`config.mk`:
```
export PLATFORM = sky130hd
export DESIGN_NAME = midi_avalon_bridge
export DESIGN_NICKNAME = d
export VERILOG_FILES = /design/src/rtl/midi_avalon_bridge.sv
export SDC_FILE = /design/constraint.sdc
export NUM_CORES = 1
export LEC_CHECK = 0
export CAP_MARGIN = 40
export CORE_MARGIN = 10
export CORE_UTILIZATION = 43
export CTS_CLUSTER_DIAMETER = 200
export CTS_CLUSTER_SIZE = 40
export DETAILED_ROUTE_END_ITERATION = 10
export HOLD_SLACK_MARGIN = 0.15
export MAX_ROUTING_LAYER = met4
export PLACE_DENSITY = 0.73
export SYNTH_ARGS = -nofsm -noshare
export SYNTH_HDL_FRONTEND = slang
export SYNTH_SLANG_ARGS = --single-unit
```
`constraint.sdc`:
```
create_clock -name clk -period 1.58 [get_ports clk]
set_input_delay 0.158 -clock clk [delete_from_list [all_inputs] [get_ports clk]]
set_output_delay 0.158 -clock clk [all_outputs]
set_load 0.01 [all_outputs]
```
`src/rtl/midi_avalon_bridge.sv`:
```
// midi_avalon_bridge: MIDI byte parser issuing note/stop-all Avalon-MM writes (byte in: i_byte/i_byte_valid/o_byte_ready; avm_m0_* master out; o_cmd_count completed writes)
module midi_avalon_bridge #(
  parameter logic [3:0] MIDI_CHANNEL = 4'd0,
  parameter bit         OMNI         = 1'b0
) (
  input  logic        clk,
  input  logic        reset,
  input  logic [7:0]  i_byte,
  input  logic        i_byte_valid,
  output logic        o_byte_ready,
  output logic        avm_m0_write,
  output logic [31:0] avm_m0_writedata,
  input  logic        avm_m0_waitrequest,
  output logic [15:0] o_cmd_count
);
  typedef enum logic [1:0] {IDLE, WAIT_D1, WAIT_D2} state_t;
  state_t      state, state_nx;
  logic [7:0]  rs;
  logic [6:0]  d1;
  logic [6:0]  vel;
  logic        xfer, is_chs, is_sys, is_data, short_msg, ch_ok, note_ok, done, gen;
  logic [15:0] word;
  assign o_byte_ready = !avm_m0_write;
  assign xfer         = i_byte_valid && o_byte_ready;
  assign is_data      = !i_byte[7];
  assign is_chs       = i_byte[7] && i_byte[7:4] != 4'hF;
  assign is_sys       = i_byte[7:4] == 4'hF && !i_byte[3];
  assign short_msg    = rs[7:5] == 3'b110;
  assign ch_ok        = OMNI || rs[3:0] == MIDI_CHANNEL;
  assign note_ok      = d1 != 7'h7F;
  assign vel          = i_byte[6:0];
  assign done         = xfer && is_data && state == WAIT_D2 && ch_ok;
  always_ff @(posedge clk or negedge reset)
    if (!reset) state <= IDLE;
    else state <= state_nx;
  always_comb begin
    state_nx = state;
    if (xfer)
      state_nx = is_chs ? WAIT_D1 :
                 is_sys ? IDLE :
                 !is_data ? state :
                 state == WAIT_D1 ? (short_msg ? WAIT_D1 : WAIT_D2) :
                 state == WAIT_D2 ? WAIT_D1 : IDLE;
  end
  always_comb begin
    gen  = 1'b0;
    word = 16'h0000;
    if (done) begin
      if (rs[7:4] == 4'h9 && note_ok) begin
        gen  = 1'b1;
        word = {|vel, d1, 1'b0, vel};
      end else if (rs[7:4] == 4'h8 && note_ok) begin
        gen  = 1'b1;
        word = {1'b0, d1, 8'h00};
      end else if (rs[7:4] == 4'hB && (d1 == 7'd120 || d1 == 7'd123)) begin
        gen  = 1'b1;
        word = 16'h7F00;
      end
    end
  end
  always_ff @(posedge clk or negedge reset)
    if (!reset) begin
      rs               <= 8'h00;
      d1               <= 7'h00;
      avm_m0_write     <= 1'b0;
      avm_m0_writedata <= 32'h0;
      o_cmd_count      <= 16'h0;
    end else begin
      if (xfer && is_chs) rs <= i_byte;
      else if (xfer && is_sys) rs <= 8'h00;
      if (xfer && is_data && state == WAIT_D1 && !short_msg) d1 <= i_byte[6:0];
      if (gen) begin
        avm_m0_write     <= 1'b1;
        avm_m0_writedata <= {16'h0000, word};
      end else if (avm_m0_write && !avm_m0_waitrequest) begin
        avm_m0_write <= 1'b0;
        o_cmd_count  <= o_cmd_count + 16'd1;
      end
    end
endmodule

```
==> results by group <==
Yosys
  • Syn Area/Cell: between 10 and 15 µm²
  • Synth Register Bits: between 40 and 50
  • Async set or reset register ratio after synthesis: 100%
  • Synth Cell Area: 2200 µm²
  • EDFF count, synth: 0
  • Syn Inst Count: 181
  • Main flop type after synthesis: dfrtp_1
  • Area fraction of the dominant cell type after synthesis: approximately 56%
  • Sequential fraction of the synthesis area: 55.6%
  • Largest area contributor in the netlist: dfrtp_1
  • Most numerous cell in the Yosys netlist: dfrtp_1
  • Yosys cell types: 40
  • Syn. warnings: 0
  • Largest cells by area after synthesis: dfrtp_1, buf_4, xnor2_1
  • Most frequent cells after synthesis: dfrtp_1, buf_4, xnor2_1

Setup path
  • R2r setup slk: -0.11 ns
  • Reg-to-reg startpoint: rs[5]
  • R2R Path End: avm_m0_writedata[12]
  • Reg2Reg Depth: 5
  • CP Launch Point: rs[5]
  • Worst Path Required: between 1.5 and 2 ns
  • Critical path class: flop to flop
  • Critical Path Sink: avm_m0_writedata[12]
  • CP Launch Type: flop
  • Worst Setup End Kind: flop
  • Critical path data arrival time: ~1.9 ns
  • Critical path fanouts, max: 7

STA
  • Fmax: 0.592 GHz
  • Setup ws final: -0.110 ns
  • Slew Limit Fails: 0
  • Period utilisation layout: 107%
  • Post-route minimum period: 1.69 ns
  • Final-report hold violation count: 0
  • Final Skew: 0.00490 ns
  • RSZ-0062 raised after global routing: true
  • Final setup fails: 16

Finish
  • ANT cells: 0
  • Layout cells sized above 1: roughly a quarter
  • Finished Cell Area: approximately 3100 µm²
  • P&R area growth vs syn: 40.1%
  • Final #Nets: ~280
  • Fill count: 426

Placed design
  • RD Place Congestion: between 0.7 and 0.8
  • Detailed Place HPWL: slightly below 4000 µm
  • Dpl cell area: ~2900 µm²
  • PortBufs: 44

Status
  • Status: finished, violations left
  • Violated checks: setup timing

Routing
  • Routed wire length: 5380 µm
  • Post-DRT Antenna Nets: 0
  • Drt via density: ~5
  • DR iter-0 viols: 77
  • DR DRC count: 0
  • Vias: approximately 1,700
  • DR pass1 iterations: 4
  • WL/cell: 16.0 µm

Die
  • Full die area: approximately 8400 µm²
  • Core area: between 5000 and 6000 µm²
  • Starting Density: between 40 and 50%
  • Die H: approximately 92 µm
  • # IOs: 62
  • Die Wd: roughly 90 µm
  • Rows: 26

Clock network
  • Total CTS buffers: 5
  • Clock buffer depth: 2
  • CTS root buffer: clkbuf_8
  • # clock sinks: between 40 and 50
  • Clock Latency Late Sink: approximately 0.3 ns
  • Maximum level of the CTS H-tree: 2
  • Clk slew on worst S/H paths: about 0.080 ns
  • CTS tree: yes

Power and ir drop
  • PwrDens: 974 nW/µm²
  • Total power: around 3.0 mW
  • Peak supply drop: 0.673 mV
  • Pleak: roughly 1.4 nW

Global route
  • Grt total ovfl: 0
  • First-pass GRT wire length: ~9000 µm
  • Largest net degree at the start of global routing: 50
  • Total Routing Usage GR: ~13%
  • Initial antenna violation count: 0
  • Vias in the first global route: ~1,800

Job
  • Maxcap violations: 0

Hold path
  • HP Class: input pin to async pin
==> how the worst min path moves through the flow <==
stage          startpoint                   end  slack [ns]  cells after the start
2_1_floorplan       reset          avm_m0_write       -0.14                      0
3_3_place_gp        reset  avm_m0_writedata[14]        0.16                      2
3_5_place_dp        reset  avm_m0_writedata[14]        0.17                      2
4_1_cts             reset  avm_m0_writedata[14]        0.39                      3
5_1_grt             reset   avm_m0_writedata[8]        0.38                      3
6_report            reset  avm_m0_writedata[14]        0.36                      3
==> power by group <==
part / internal (mW) / total [mW] / switching (mW) / leakage (nW)
Sequential: 1.41 / 1.52 / 0.112 / 0.633
Combinational: 0.442 / 0.751 / 0.309 / 0.679
Clock: 0.348 / 0.736 / 0.388 / 0.0443
==> per-stage QoR <==
stage | setup slack [ns] | hold WS (ns) | cells | setup TNS (ns) | utilization (%)
2_1_floorplan | -0.0630 | -0.138 | 197 | -0.630 | -
3_3_place_gp | -0.223 | 0.162 | 323 | -3.43 | 57.4
3_5_place_dp | -0.327 | 0.166 | 323 | -5.34 | 57.4
4_1_cts | -0.0938 | 0.390 | 336 | -0.894 | 60.9
5_1_grt | -0.187 | 0.381 | 336 | -2.12 | 61.3
6_report | -0.110 | 0.362 | 336 | -0.967 | 61.3
==> what timing repair did <==
item,in CTS,in global routing
endpoints found under the hold margin,49,0
hold buffers,1,0
gates resized for setup,11,4
setup endpoints to repair,17,30
buffers inserted,4,1
pin swaps,11,6
cloned,1,0
==> flip-flops by register name, indices dropped and copies added (netlist names) <==
signal	flops
avm_m0_writedata	15
rs	8
state	2
d1	7
o_cmd_count	16
avm_m0_write	1
==> cells by family after synthesis <==
logic type	share of synthesized area (%)
other	0.170
and+or+nand+nor	13.3
DFF	55.6
muxes	4.99
adders and majority gates	0.567
buffers and inverters	7.38
xor gates and xnor gates	6.36
AOI/OAI and AO/OA	11.6
==> critical path, stage by stage (launching register included) <==
cell	delay, ns
dfrtp_1	0.42
or3b_4	0.39
o21bai_4	0.21
buf_6	0.13
a21oi_4	0.23
mux2i_1	0.23
==> cell type report <==
cell class	count	area, µm²	area share (%)
inverters	5	18.8	0.608
repair buffers	80	731	23.7
clock buffers	7	86.3	2.79
well taps	70	87.6	2.84
flip-flops and latches	49	1230	39.7
multi-input cells	125	940	30.4
==> layer usage <==
| metal | part of all wire [%] | GRT usage [%] | routed length [µm] |
|---|---|---|---|
| met1 | 43 | 15.5 | 2330 |
| met3 | 7.9 | 5.02 | 424 |
| met5 | 0 | - | 0 |
| met2 | 48 | 21.7 | 2580 |
| met4 | 0.71 | 2.74 | 38 |
==> placed cells by master, fill, tap and decap left out, drive strengths merged, types with 3 or more instances in the layout <==
cell type and n:
o22a 5, nand2 10, conb 17, clkbuf 7
nand4 7, mux2 8, inv 5, xnor2 13
a22o 7, nor2 7, clkdlybuf4s50 42, nor4 3
nand3 8, xor2 3, dfrtp 49, a32o 8
buf 36
(Power assumes the default switching activity.)
